$ cat src/rtl/gpio_port.sv
// Memory-mapped GPIO port: output/direction registers, debounced and synchronized inputs,
// and per-pin edge interrupts with write-one-to-clear pending bits.
module gpio_port #(
   parameter int unsigned WIDTH = 16
) (
   input  logic             clk,
   input  logic             rst_n,
   input  logic             ce,
   input  logic             re,
   input  logic [3:0]       we,
   input  logic [7:0]       addr,
   input  logic [31:0]      wdata,
   output logic [31:0]      rdata,
   input  logic [WIDTH-1:0] gpio_i,
   output logic [WIDTH-1:0] gpio_o,
   output logic [WIDTH-1:0] gpio_oe,
   output logic             irq
);

   logic [WIDTH-1:0] out_q, dir_q, irq_en_q, irq_pend_q, edge_sel_q;
   logic [WIDTH-1:0] sync1_q, sync2_q, samp_q, deb_q;
   logic [WIDTH-1:0] deb_d, agree, edge_ev, w1c, pend_d, bm_w;
   logic [15:0]      dbc_q, presc_q, presc_d;
   logic             primed_q, tick, deb_upd, wr_en;
   logic             wr_out, wr_dir, wr_ien, wr_pend, wr_edge, wr_dbc;
   logic [2:0]       sel;
   logic [31:0]      bmask, rd;
   logic             unused_bits;

   assign sel     = addr[4:2];
   assign bmask   = {{8{we[3]}}, {8{we[2]}}, {8{we[1]}}, {8{we[0]}}};
   assign bm_w    = bmask[WIDTH-1:0];
   assign wr_en   = ce && (we != 4'b0000);
   assign wr_out  = wr_en && (sel == 3'd0);
   assign wr_dir  = wr_en && (sel == 3'd1);
   assign wr_ien  = wr_en && (sel == 3'd3);
   assign wr_pend = wr_en && (sel == 3'd4);
   assign wr_edge = wr_en && (sel == 3'd5);
   assign wr_dbc  = wr_en && (sel == 3'd6);

   assign unused_bits = ^{addr[7:5], addr[1:0], wdata, bmask};

   always_comb begin
      tick    = (dbc_q != 16'd0) && (presc_q == dbc_q);
      deb_upd = (dbc_q == 16'd0) || tick;
      // A bit only moves when two consecutive tick samples agree
      agree   = ~(sync2_q ^ samp_q);
      if (dbc_q == 16'd0) begin
         deb_d = sync2_q;
      end else begin
         deb_d = (sync2_q & agree) | (deb_q & ~agree);
      end
      // Event: bit changed and its new level matches the selected edge sense
      edge_ev = '0;
      if (deb_upd && primed_q) begin
         edge_ev = (deb_d ^ deb_q) & ~(deb_d ^ edge_sel_q);
      end
      w1c    = wr_pend ? (wdata[WIDTH-1:0] & bm_w) : '0;
      pend_d = (irq_pend_q & ~w1c) | edge_ev;
      if (wr_dbc || deb_upd) begin
         presc_d = 16'd0;
      end else begin
         presc_d = presc_q + 16'd1;
      end
   end

   always_ff @(posedge clk) begin
      if (!rst_n) begin
         out_q      <= '0;
         dir_q      <= '0;
         irq_en_q   <= '0;
         irq_pend_q <= '0;
         edge_sel_q <= '0;
         dbc_q      <= '0;
         presc_q    <= '0;
         sync1_q    <= '0;
         sync2_q    <= '0;
         samp_q     <= '0;
         deb_q      <= '0;
         primed_q   <= 1'b0;
      end else begin
         sync1_q    <= gpio_i;
         sync2_q    <= sync1_q;
         irq_pend_q <= pend_d;
         presc_q    <= presc_d;
         if (wr_out)  out_q      <= (out_q & ~bm_w) | (wdata[WIDTH-1:0] & bm_w);
         if (wr_dir)  dir_q      <= (dir_q & ~bm_w) | (wdata[WIDTH-1:0] & bm_w);
         if (wr_ien)  irq_en_q   <= (irq_en_q & ~bm_w) | (wdata[WIDTH-1:0] & bm_w);
         if (wr_edge) edge_sel_q <= (edge_sel_q & ~bm_w) | (wdata[WIDTH-1:0] & bm_w);
         if (wr_dbc)  dbc_q      <= (dbc_q & ~bmask[15:0]) | (wdata[15:0] & bmask[15:0]);
         if (tick)    samp_q     <= sync2_q;
         if (deb_upd) begin
            deb_q    <= deb_d;
            primed_q <= 1'b1;
         end
      end
   end

   always_comb begin
      rd = 32'd0;
      unique case (sel)
         3'd0:    rd[WIDTH-1:0] = out_q;
         3'd1:    rd[WIDTH-1:0] = dir_q;
         3'd2:    rd[WIDTH-1:0] = deb_q;
         3'd3:    rd[WIDTH-1:0] = irq_en_q;
         3'd4:    rd[WIDTH-1:0] = irq_pend_q;
         3'd5:    rd[WIDTH-1:0] = edge_sel_q;
         3'd6:    rd[15:0]      = dbc_q;
         default: rd = 32'd0;
      endcase
      rdata = (ce && re) ? rd : 32'd0;
   end

   assign gpio_o  = out_q;
   assign gpio_oe = dir_q;
   assign irq     = |(irq_pend_q & irq_en_q);

endmodule

$ cat config.mk
export PLATFORM = sky130hd
export DESIGN_NAME = gpio_port
export DESIGN_NICKNAME = d
export VERILOG_FILES = /design/src/rtl/gpio_port.sv
export SDC_FILE = /design/constraint.sdc
export NUM_CORES = 1
export LEC_CHECK = 0
export ABC_AREA = 0
export BUFFER_PORTS_ARGS = -buffer_cell sky130_fd_sc_hd__clkbuf_2
export CORE_ASPECT_RATIO = 0.75
export CORE_MARGIN = 4
export CORE_UTILIZATION = 55
export CTS_CLUSTER_SIZE = 40
export DETAILED_ROUTE_END_ITERATION = 12
export PLACE_DENSITY = 0.77
export SLEW_MARGIN = 10
export SYNTH_ARGS = -nofsm -noshare
export SYNTH_HDL_FRONTEND = slang
export SYNTH_SLANG_ARGS = --single-unit
export TNS_END_PERCENT = 50
$ cat constraint.sdc
create_clock -name clk -period 3.9 [get_ports clk]
set_input_delay 1.17 -clock clk [delete_from_list [all_inputs] [get_ports clk]]
set_output_delay 1.17 -clock clk [all_outputs]
set_load 0.03 [all_outputs]
Word level (Yosys, flattened, before mapping)
Index checks and enable logic that the tools add are counted.
{"block": "word_totals", "register_bits": 177, "wordCells": 70, "output_inout_bits": 65, "in_bits": 64}
{"block": "classes", "n_addsub": 1, "n_reduce_logical": 18, "n_eq_ne": 7, "muxes": 5, "n_bitwise": 27}
{"operator": "$and 16x16->16", "n": 11}
{"operator": "$or 16x16->16", "n": 7}
{"operator": "$pmux 16 s7", "n": 1}
{"operator": "$not 16->16", "n": 5}
{"operator": "$mux 16", "n": 4}
{"operator": "$xor 16x16->16", "n": 3}
{"operator": "$add 16x1->16 const B", "n": 1}
{"operator": "$eq 16x16->1", "n": 1}
{"operator": "$logic_not 16->1", "n": 1}
{"operator": "$reduce_bool 16->1", "n": 1}
{"operator": "$reduce_or 16->1", "n": 1}
{"operator": "$logic_and 1x1->1", "n": 10}
{"operator": "$eq 3x3->1 const B", "n": 3}
{"operator": "$eq 3x2->1 const B", "n": 2}
{"operator": "$reduce_bool 4->1", "n": 1}
{"operator": "$eq 3x1->1 const B", "n": 1}
{"operator": "$logic_not 3->1", "n": 1}
{"operator": "$logic_or 1x1->1", "n": 2}
{"operator": "$reduce_or 2->1", "n": 1}
{"operator": "$not 1->1", "n": 1}

Depth between registers and ports, before layout
Gate-level depths: netlist of run 1.
{"block": "logic_depth", "depth_word": 11, "depth_mapped": 8, "depth_no_buf": 6}

Worst setup path before layout of run 1
Ideal clock, no wire load.
{"block": "synth_path", "path_kind": "input -> output", "startpoint": "input addr[4]", "endpoint": "output rdata[12]", "required_time_ps": 2730, "cell_stages": 6, "slack_ps": -12, "path_buffers": 3, "t_arrival_ps": 2742, "cell_sequence": "clkbuf_1 clkbuf_1 buf_2 a31oi_1 o221a_2 nor2_1"}
{"block": "synth_via", "elab_chain_cells": 3, "word_cells_on_any_way": 9, "classes_between": "eq/ne (6); mux (2); reduce/logical (1)"}
{"element": "from (decl)", "line_no": "11", "source": "input logic [7:0] addr,"}
{"element": "$eq 3x3->1, or another cell as far along", "line_no": "101", "source": "unique case (sel)"}
{"element": "$pmux 16 s7 (*)", "line_no": "101"}
{"element": "$mux 16 (*)", "line_no": "111", "source": "rdata = (ce && re) ? rd : 32'd0;"}
{"element": "to (decl)", "line_no": "13", "source": "output logic [31:0] rdata,"}
Every way passes the cells marked *; elsewhere a longest branch is shown, timed or not.

Worst setup path in the final report of run 1
{"block": "layout_path", "startpoint": "input addr[2]", "endpoint": "output rdata[13]"}
Same word-level chain as after synthesis.

==> results by group, run 1 <==
Critical path
  – R2r setup slk: 1.31 ns
  – RR Endpoint: presc_q[12]
  – CP Class: input pin to primary output
  – Startpoint Class: input pin
  – Data arrival, critical path: 2.64 ns
  – Max stage delay on crit path: 0.30 ns
  – Top delay family on crit path: buffers and inverters
  – CP endpoint kind: primary output
  – Worst reg2reg path depth: 5
  – CP max stage cell: a221oi_1
  – Crit path required time: 2.73 ns
  – Critical Path, Cell by Cell: clkbuf_2 > buf_4 > nor2_1 > a221oi_1 > a21oi_1 > nor2_1 > nor2_1 > clkbuf_2
  – CP most frequent cell: nor2_1
  – Critical path peak fanout: 12
  – Buffers and inverters on the worst path: 3

Final layout
  – Most common cell after layout, fill and taps aside: dfxtp_1
  – Most frequent cells in the layout: dfxtp_1, nand2_1, mux2i_1, clkbuf_2, nor2b_1
  – Layout cells sized above 1: 16.5%
  – Fill cell total of the finished layout: 1322
  – Post-layout nets: 1109
  – Layout area overhead: 13.6%
  – N_diodes: 0

CTS
  – Number of buffers created by CTS: 17
  – Clock Latency Late Sink: 0.44 ns
  – Quantity of gates resized following cts: 0
  – Setup Fix Bufs, Post-CTS: 0
  – CTS tree: done
  – Hold buffers post-CTS: 0
  – Root Driver: clkbuf_16
  – Clk slew on worst S/H paths: 0.06 ns
  – Clk sinks: 177
  – Clock tree buffer depth: 2
  – H-tree depth: 4

STA
  – Fin. Hold Viols: 0
  – Post-route setup TNS: 0 ns
  – Worst-Margin Slew: 0.925 ns
  – Post-route clock period utilization: 97.7%
  – Tmin final: 3.81 ns
  – RSZ-0062 raised after global routing: no
  – Final setup violation count: 0
  – Skew final: 0.00449 ns
  – Final WS setup: 0.0916 ns
  – Min Hold Slack: 0.431 ns
  – Relative slew margins: 37.9%
  – Final Max Tran Viols: 0
  – Fmax: 0.263 GHz

Floorplan
  – Die area: 17900 sq um
  – Die W: 153 um
  – Rows: 39
  – Initial core utilization: 56.7%
  – Core ar.: 15400 sq um
  – # IOs: 129
  – Die Height: 117 um

Pwr
  – Reg power frac: 47.0%
  – Internal: 2.98 mW
  – Clock power share: 43.0%
  – Power Density: 407 nW/um^2
  – Leakage power figure: 4.03 nW
  – Worst VDD drop: 273 uV
  – P_sw: 1.05 mW
  – Combinational fraction of design power: 10.0%
  – Switching Fraction: 26.0%
  – Total power: 4.03 mW

Route
  – DR DRC count: 0
  – Iter 0 DRT Violations: 756
  – ANT nets after route: 0
  – Drt wl/cell: 18.4 um
  – Vias post-DR: 7441
  – Initial DRT Pass Iterations: 5
  – Total wire length: 23.3 mm
  – Via/cell ratio: 5.90

Yosys
  – Top cell type's share of synthesized area: 40.7%
  – Synth Instances: 971
  – Async set-reset flop share out of synthesis: 0%
  – Synth area leader: dfxtp_1
  – Cell area after synthesis: 8710 sq um
  – Mean Syn Cell Area: 8.97 sq um
  – Syn. warnings: 0
  – Area contributors post-synth: dfxtp_1, mux2i_1, nand2_1
  – Synth Flop Type: dfxtp_1
  – Flops & latches, synth: 177
  – Post-synth EDFFs: 0
  – Seq/Total Area, Yosys: 40.7%
  – Distinct cells, synth: 50

Place
  – Final Wtd Congestion: 0.934
  – Port Buf Inserts: 91
  – Placement Setup Slack: 0.172 ns
  – HPWL Detailed: 16.4 mm

Flow run
  – Reported max-cap violation count: 0

Worst hold path
  – WHS Endpoint: sync2_q[7]
  – Hold Crit Start: sync1_q[7]
  – Type of the worst min-delay path: flip-flop to flip-flop
  – Hold depth: 1

Global route
  – Largest net degree at the start of global routing: 83
  – First-pass GRT wire length: 37.4 mm
  – GRT Total Usage: 26.2%
  – Remaining global-route overflow: 0
  – Vias in the first global route: 6981
  – Initial antenna violation count: 0

Status
  – Status: finished clean
[metrics by stage]
step	instances	utilization [%]	cell area [sq um]
2_1_floorplan	986	-	8770
3_3_place_gp	1230	60.5	9310
3_5_place_dp	1230	60.5	9310
4_1_cts	1261	64.4	9900
5_1_grt	1261	64.4	9900
6_report	1261	64.4	9900
[routing by layer]
metal	part of all wire, %	track usage, %	wire (um)
met1	43	35.2	10000
met5	0	0	0
met4	2.4	9.18	557
met3	8.7	6.98	2020
met2	46	41.6	10700
[Yosys cell counts (all sizes together) (2+ instances only)]
cell type	instances
nand3	46
a22o	4
mux2	8
a22oi	10
a31oi	4
a21oi	15
nor4	6
a41oi	5
o22ai	2
mux2i	103
nor3	4
and3	19
nand2b	8
nand2	134
and2	33
o211a	11
o21ai	45
mux4	9
buf	33
a2111oi	16
a221oi	6
nor2	46
a21boi	16
inv	19
nor2b	70
xnor2	21
nand4	9
o31a	17
clkbuf	43
dfxtp	177
o31ai	15
xor2	9
[worst max-delay path by stage]
stage                     depth (start not counted)         to  slack [ns]  startpoint
final                                             8  rdata[13]        0.09     addr[2]
after global routing                              8  rdata[13]        0.02     addr[2]
after CTS                                         8  rdata[13]        0.18     addr[2]
after detailed placement                          9  rdata[13]        0.17     addr[4]
after global placement                            6  rdata[14]        0.19     addr[4]
after floorplan                                   6  rdata[11]        0.02     addr[3]
[final cells by class]
class	instances	area [sq um]	area share, %
well taps	205	256	2.59
repair buffers	115	663	6.70
flip-flops and latches	177	3540	35.8
multi-input cells	714	4770	48.2
clock inverters	11	130	1.31
clock buffers	20	467	4.71
inverters	19	71.3	0.720
[logic make-up (layout without fill, tap and decap cells)]
kind of cell / Yosys count / count (layout) / share of synthesized area (%)
and+or+nand+nor: 379 / 379 / 21.8
DFF: 177 / 177 / 40.7
AOI/OAI and AO/OA: 168 / 168 / 13.8
muxes: 120 / 120 / 15.2
buffers and inverters: 95 / 165 / 5.26
xor gates and xnor gates: 30 / 30 / 3.10
adders and majority gates: 1 / 1 / 0.144
other: 1 / 16 / 0.0430
[power by group through the flow]
stage | sequential (mW) | combinational [mW] | clock, mW
after floorplan | 1.93 | 0.289 | 0
final | 1.90 | 0.402 | 1.73
after CTS | 1.89 | 0.398 | 1.75
after global placement | 1.93 | 0.388 | 0
after global routing | 1.90 | 0.435 | 1.83
after detailed placement | 1.93 | 0.395 | 0
Note: power is estimated with default switching activity, not from simulation.
==> inputs of run 2 (changes only) <==
--- a/config.mk
+++ b/config.mk
@@ -5,7 +5,7 @@
 export SDC_FILE = /design/constraint.sdc
 export NUM_CORES = 1
 export LEC_CHECK = 0
-export ABC_AREA = 0
+export ABC_AREA = 1
 export BUFFER_PORTS_ARGS = -buffer_cell sky130_fd_sc_hd__clkbuf_2
 export CORE_ASPECT_RATIO = 0.75
 export CORE_MARGIN = 4
@@ -13,7 +13,6 @@
 export CTS_CLUSTER_SIZE = 40
 export DETAILED_ROUTE_END_ITERATION = 12
 export PLACE_DENSITY = 0.77
-export SLEW_MARGIN = 10
 export SYNTH_ARGS = -nofsm -noshare
 export SYNTH_HDL_FRONTEND = slang
 export SYNTH_SLANG_ARGS = --single-unit
==> results by group, run 2 <==
Yosys
  – Async set-reset flop share out of synthesis: 0% (unchanged)
  – Synth area leader: dfxtp_1
  – Distinct cells, synth: 37 (-26%)
  – Cell area after synthesis: 8650 sq um (-0.73%)
  – Synth Flop Type: dfxtp_1
  – Syn. warnings: 0 (unchanged)
  – Flops & latches, synth: 177 (unchanged)
  – Top cell type's share of synthesized area: 41.0% (+0.30 points)
  – Most numerous cell in the Yosys netlist: nand2_1
  – Commonest cells post-synth: nand2_1, dfxtp_1, inv_1
  – Area contributors post-synth: dfxtp_1, nand2_1, a21oi_1
  – Post-synth EDFFs: 0 (unchanged)
  – Mean Syn Cell Area: 6.83 sq um (-24%)
  – Synth Instances: 1266 (+30%)
  – Seq/Total Area, Yosys: 41.0% (+0.30 points)

Critical path
  – Data arrival, critical path: 2.65 ns (about the same)
  – Crit path required time: 2.73 ns (about the same)
  – CP endpoint kind: primary output
  – CP Class: input pin to primary output
  – Critical path peak fanout: 11 (-1)
  – R2r setup slk: 1.77 ns (+0.46 ns)
  – Startpoint Class: input pin

STA
  – Fin. Hold Viols: 0 (unchanged)
  – Fmax: 0.262 GHz (-0.33%)
  – Relative slew margins: 56.5% (+19 points)
  – Post-route clock period utilization: 98.0% (+0.32 points)
  – Worst-Margin Slew: 0.652 ns (-0.273 ns)
  – Tmin final: 3.82 ns (+0.0127 ns)
  – Final Max Tran Viols: 0 (unchanged)
  – Skew final: 0.0130 ns (+0.00854 ns)
  – RSZ-0062 raised after global routing: no
  – Post-route setup TNS: 0 ns (unchanged)
  – Final setup violation count: 0 (unchanged)

Global route
  – Largest net degree at the start of global routing: 74 (-11%)
  – Vias in the first global route: 7896 (+13%)
  – GRT Total Usage: 27.5% (+1.3 points)
  – First-pass GRT wire length: 39.3 mm (+5.0%)
  – Remaining global-route overflow: 0 (unchanged)
  – Initial antenna violation count: 0 (unchanged)

Worst hold path
  – Type of the worst min-delay path: flip-flop to flip-flop

Route
  – Iter 0 DRT Violations: 826 (+9.3%)
  – Total wire length: 24.3 mm (+4.3%)
  – ANT nets after route: 0 (unchanged)
  – Vias post-DR: 8597 (+16%)
  – Drt wl/cell: 15.6 um (-15%)
  – Initial DRT Pass Iterations: 6 (+1)
  – Via/cell ratio: 5.54 (-6.1%)
  – DR DRC count: 0 (unchanged)

Pwr
  – Worst VDD drop: 273 uV (unchanged)
  – Power Density: 477 nW/um^2 (+17%)
  – Leakage power figure: 4.14 nW (+2.8%)

Final layout
  – Layout area overhead: 13.3%
  – N_diodes: 0 (unchanged)
  – Post-layout nets: 1398 (+26%)
  – Post-layout instance area: 9800 sq um (-1.0%)
  – Most frequent cells in the layout: nand2_1, inv_1, dfxtp_1, a21oi_1, nor2_1
  – Fill cell total of the finished layout: 1406 (+6.4%)
  – Layout cells sized above 1: 12.5% (-4.0 points)
  – Most common cell after layout, fill and taps aside: nand2_1

Flow run
  – Reported max-cap violation count: 0 (unchanged)

CTS
  – CTS tree: done
  – Hold buffers post-CTS: 0 (unchanged)
  – Setup Fix Bufs, Post-CTS: 0 (unchanged)
  – Number of buffers created by CTS: 17 (unchanged)
  – Clk sinks: 177 (unchanged)
  – Root Driver: clkbuf_16
  – Quantity of gates resized following cts: 0 (unchanged)
  – Clk slew on worst S/H paths: 0.07 ns (about the same)
  – Clock tree buffer depth: 2 (unchanged)
  – H-tree depth: 4 (unchanged)
  – Clock Latency Late Sink: 0.44 ns (about the same)

Place
  – Final Wtd Congestion: 0.953 (+2.0%)
  – Placed inst area: 9120 sq um (-2.0%)
  – HPWL Detailed: 17.7 mm (+8.0%)
  – Port Buf Inserts: 91 (unchanged)

Floorplan
  – # IOs: 129 (unchanged)
  – Die area: 17800 sq um (-0.69%)
  – Core ar.: 15300 sq um (-0.32%)
  – Rows: 39 (unchanged)
  – Initial core utilization: 56.5% (-0.24 points)
  – Die Height: 117 um (-0.34%)
  – Die W: 153 um (-0.35%)

Status
  – Status: finished clean
## run 2: cell count changes in the layout (fill, tap and decap cells not counted), moves of 19 or more
cell,delta
a21oi_1,+125
and2_1,-33
and3_1,-19
inv_1,+158
mux2i_1,-103
nand2_1,+92
nand3_1,+56
nor2_1,+72
nor2b_1,-70
o21ai_0,+68
o22ai_1,+38
xnor2_1,-19
## run 2: logic make-up (layout without fill, tap and decap cells)
logic type      Yosys count  count (layout)  synth area share (%)
flops                   177             177                  41.0
compound gates          316             316                  19.3
xor+xnor                  5               5                 0.506
other cells               1              16                0.0434
simple gates            505             505                  25.8
buf+inv                 261             326                  13.2
fa+ha+maj                 1               1                 0.145
## run 2: worst paths after layout
| check | from | endpoint | depth (start not counted) |
|---|---|---|---|
| worst min-delay path | sync1_q[7] | sync2_q[7] | 2 |
| worst max register to register | flip-flop | presc_q[11] | 11 |
| worst min register to register | sync1_q[7] | sync2_q[7] | 2 |
| worst max-delay path | addr[2] | rdata[15] | 8 |
## run 2: stage by stage
step	hold WS, ns	setup WS [ns]	total power [mW]	util (%)	cells
5_1_grt	0.431	0.0121	4.89	64.0	1551
6_report	0.414	0.0789	4.68	64.0	1551
2_1_floorplan	0.390	0.290	2.62	-	1281
3_5_place_dp	0.395	0.0812	2.80	59.5	1519
3_3_place_gp	0.398	0.0847	2.77	59.5	1519
4_1_cts	0.414	0.0504	4.69	63.8	1551
## run 2: report_power, final
group | switching, mW | internal [mW]
Combinational | 0.511 | 0.225
Sequential | 0.102 | 1.93
Clock | 0.852 | 1.06
Total | 1.46 | 3.21
## run 2: critical path, cell delays in order
cell      delay, ns
clkbuf_2       0.24
inv_1          0.13
nand3_2        0.12
buf_4          0.21
nor2_1         0.06
nor4_1         0.42
nor2_1         0.09
clkbuf_2       0.22
## run 2: layout make-up
| cell class | count | area [sq um] | area share, % |
|---|---|---|---|
| tap | 205 | 256 | 2.62 |
| multi-input combinational | 843 | 4040 | 41.2 |
| timing repair buffer | 108 | 598 | 6.10 |
| clock buffer | 17 | 425 | 4.34 |
| inverter | 186 | 703 | 7.17 |
| sequential | 177 | 3540 | 36.1 |
| clock inverter | 15 | 238 | 2.43 |
## run 2: routing by layer
layer	wire (um)	part of all wire [%]	track usage, %
met1	9970	41	34.7
met2	11200	46	45.1
met3	2430	10	8.07
met4	685	2.8	10.7
met5	0	0	0
==> inputs of run 3 (changes only) <==
--- a/config.mk
+++ b/config.mk
@@ -9,10 +9,11 @@
 export BUFFER_PORTS_ARGS = -buffer_cell sky130_fd_sc_hd__clkbuf_2
 export CORE_ASPECT_RATIO = 0.75
 export CORE_MARGIN = 4
-export CORE_UTILIZATION = 55
+export CORE_UTILIZATION = 52
 export CTS_CLUSTER_SIZE = 40
 export DETAILED_ROUTE_END_ITERATION = 12
 export PLACE_DENSITY = 0.77
+export SLEW_MARGIN = 20
 export SYNTH_ARGS = -nofsm -noshare
 export SYNTH_HDL_FRONTEND = slang
 export SYNTH_SLANG_ARGS = --single-unit
==> constraint.sdc (replaced) <==
create_clock -name clk -period 3.3 [get_ports clk]
set_input_delay 0.99 -clock clk [delete_from_list [all_inputs] [get_ports clk]]
set_output_delay 0.99 -clock clk [all_outputs]
set_load 0.03 [all_outputs]
==> results by group, run 3 (synthesis gave the netlist of run 2 again) <==
Pwr
  – Clock power share: 38.3% (-2.5 points)
  – P_sw: 1.71 mW (+17%)
  – Internal: 3.65 mW (+13%)
  – Leakage power figure: 4.22 nW (+2.0%)
  – Power Density: 535 nW/um^2 (+12%)
  – Total power: 5.36 mW (+15%)
  – Combinational fraction of design power: 16.9% (+1.2 points)
  – Reg power frac: 44.9% (+1.5 points)
  – Switching Fraction: 31.9% (+0.65 points)
  – Worst VDD drop: 307 uV (+12%)

Critical path
  – Crit path required time: 2.31 ns (-0.42 ns)
  – CP max stage cell: o22ai_1
  – Critical Path, Cell by Cell: clkbuf_4 > inv_4 > nand3_2 > o22ai_1 > nor4_2 > buf_4 > nor2_1 > buf_4
  – Worst reg2reg path depth: 11 (unchanged)
  – CP most frequent cell: buf_4
  – Critical path peak fanout: 6 (-5)
  – CP endpoint kind: primary output
  – CP Class: input pin to primary output
  – Buffers and inverters on the worst path: 4 (unchanged)
  – RR Endpoint: presc_q[14]
  – R2r setup slk: 1.27 ns (-0.50 ns)
  – Startpoint Class: input pin
  – Top delay family on crit path: buffers and inverters
  – Data arrival, critical path: 2.29 ns (-0.36 ns)
  – Max stage delay on crit path: 0.28 ns (-0.14 ns)

STA
  – Skew final: 0.0104 ns (-0.00265 ns)
  – Worst-Margin Slew: 0.663 ns (+0.0114 ns)
  – Post-route clock period utilization: 99.3%
  – Fin. Hold Viols: 0 (unchanged)
  – Min Hold Slack: 0.415 ns (+0.000712 ns)
  – Final setup violation count: 0 (unchanged)
  – Relative slew margins: 55.7% (-0.70 points)
  – Fmax: 0.305 GHz
  – Final Max Tran Viols: 0 (unchanged)
  – Tmin final: 3.28 ns

Global route
  – Vias in the first global route: 8063 (+2.1%)
  – Initial antenna violation count: 0 (unchanged)
  – First-pass GRT wire length: 39.9 mm (+1.5%)
  – Largest net degree at the start of global routing: 93 (+26%)
  – Remaining global-route overflow: 0 (unchanged)
  – GRT Total Usage: 26.7% (-0.82 points)

Final layout
  – Layout area overhead: 15.8%
  – Post-layout nets: 1419 (+1.5%)
  – Most common cell after layout, fill and taps aside: nand2_1
  – Final core occ: 61.9% (-2.0 points)
  – Most frequent cells in the layout: nand2_1, dfxtp_1, inv_1, a21oi_1, nor2_1
  – Fill cell total of the finished layout: 1505 (+7.0%)
  – Layout cells sized above 1: 14.6% (+2.1 points)
  – N_diodes: 0 (unchanged)
  – Post-layout instance area: 10000 sq um (+2.1%)

Place
  – HPWL Detailed: 17.9 mm (+1.4%)
  – Final Wtd Congestion: 1.02 (+7.2%)
  – Placed inst area: 9310 sq um (+2.0%)
  – Port Buf Inserts: 91 (unchanged)

Route
  – Total wire length: 25.0 mm (+3.2%)
  – DR DRC count: 0 (unchanged)
  – Iter 0 DRT Violations: 956 (+16%)
  – Via/cell ratio: 5.55 (+0.11%)
  – Vias post-DR: 8751 (+1.8%)
  – ANT nets after route: 0 (unchanged)
  – Initial DRT Pass Iterations: 6 (unchanged)
  – Drt wl/cell: 15.9 um (+1.5%)

Worst hold path
  – WHS Endpoint: sync2_q[8]
  – Type of the worst min-delay path: flip-flop to flip-flop
  – Hold Crit Start: sync1_q[8]
  – Hold depth: 2 (unchanged)

Floorplan
  – # IOs: 129 (unchanged)
  – Rows: 40 (+2.6%)
  – Initial core utilization: 53.5% (-2.9 points)
  – Die W: 157 um (+2.7%)
  – Die area: 18800 sq um (+5.4%)
  – Die Height: 120 um (+2.6%)
  – Core ar.: 16200 sq um (+5.5%)

CTS
  – Number of buffers created by CTS: 17 (unchanged)
  – H-tree depth: 4 (unchanged)
  – Hold buffers post-CTS: 0 (unchanged)
  – Clk slew on worst S/H paths: 0.07 ns (about the same)
  – Clock tree buffer depth: 2 (unchanged)
  – CTS tree: done
  – Clock Latency Late Sink: 0.44 ns (about the same)
  – Root Driver: clkbuf_16
  – Clk sinks: 177 (unchanged)

Flow run
  – Reported max-cap violation count: 0 (unchanged)

Status
  – Status: finished clean
run 3: worst min-delay path, delay by kind of cell, from the launching register on:
family,cells,cell delay (ns)
and+or+nand+nor,1,0.05
DFF,1,0.31
buffers and inverters,1,0.04
run 3: worst max path at each step:
stage	endpoint	start	slack, ns	cells past startpoint
6_report	rdata[15]	addr[4]	0.02	8
5_1_grt	rdata[15]	addr[2]	-0.03	9
4_1_cts	rdata[4]	addr[4]	0.002	8
3_5_place_dp	rdata[9]	addr[4]	-0.07	8
3_3_place_gp	rdata[9]	addr[4]	-0.03	8
2_1_floorplan	rdata[12]	addr[2]	0.05	7
run 3: cell type report:
| type | instances | area (sq um) | area share, % |
|---|---|---|---|
| multi-input cells | 843 | 4080 | 40.8 |
| flip-flops and latches | 177 | 3540 | 35.4 |
| repair buffers | 129 | 816 | 8.15 |
| inverters | 186 | 707 | 7.06 |
| clock buffers | 17 | 425 | 4.25 |
| well taps | 210 | 263 | 2.62 |
| clock inverters | 15 | 176 | 1.76 |
run 3: power groups by stage:
stage / combinational (mW) / sequential (mW) / clock, mW
after detailed placement: 0.877 / 2.45 / 0
final: 0.905 / 2.40 / 2.05
after CTS: 0.886 / 2.40 / 2.07
after global placement: 0.855 / 2.44 / 0
after global routing: 1.02 / 2.42 / 2.17
after floorplan: 0.667 / 2.42 / 0
run 3: routing by layer:
| layer | track usage [%] | part of all wire [%] | up-vias | wire, um |
|---|---|---|---|---|
| met4 | 8.29 | 3.0 | 0 | 741 |
| li1 | - | - | 4293 | - |
| met5 | 0 | 0 | - | 0 |
| met2 | 42.6 | 46 | 355 | 11400 |
| met3 | 8.83 | 9.4 | 67 | 2350 |
| met1 | 34.3 | 42 | 4036 | 10500 |
run 3: stage by stage:
| stage | worst slack [ns] | cells | TNS (ns) |
|---|---|---|---|
| floorplan | 0.0496 | 1281 | 0 |
| global placement | -0.0330 | 1543 | -0.0874 |
| detailed placement | -0.0671 | 1543 | -0.229 |
| CTS | 0.00230 | 1575 | 0 |
| global route | -0.0286 | 1577 | -0.0324 |
| finish | 0.0216 | 1577 | 0 |
run 3: what timing repair did:
item,CTS,global route
gates resized for setup,7,26
setup buffers,0,2
endpoints found under the hold margin,0,0
pin swaps,0,4
setup endpoints to repair,11,15
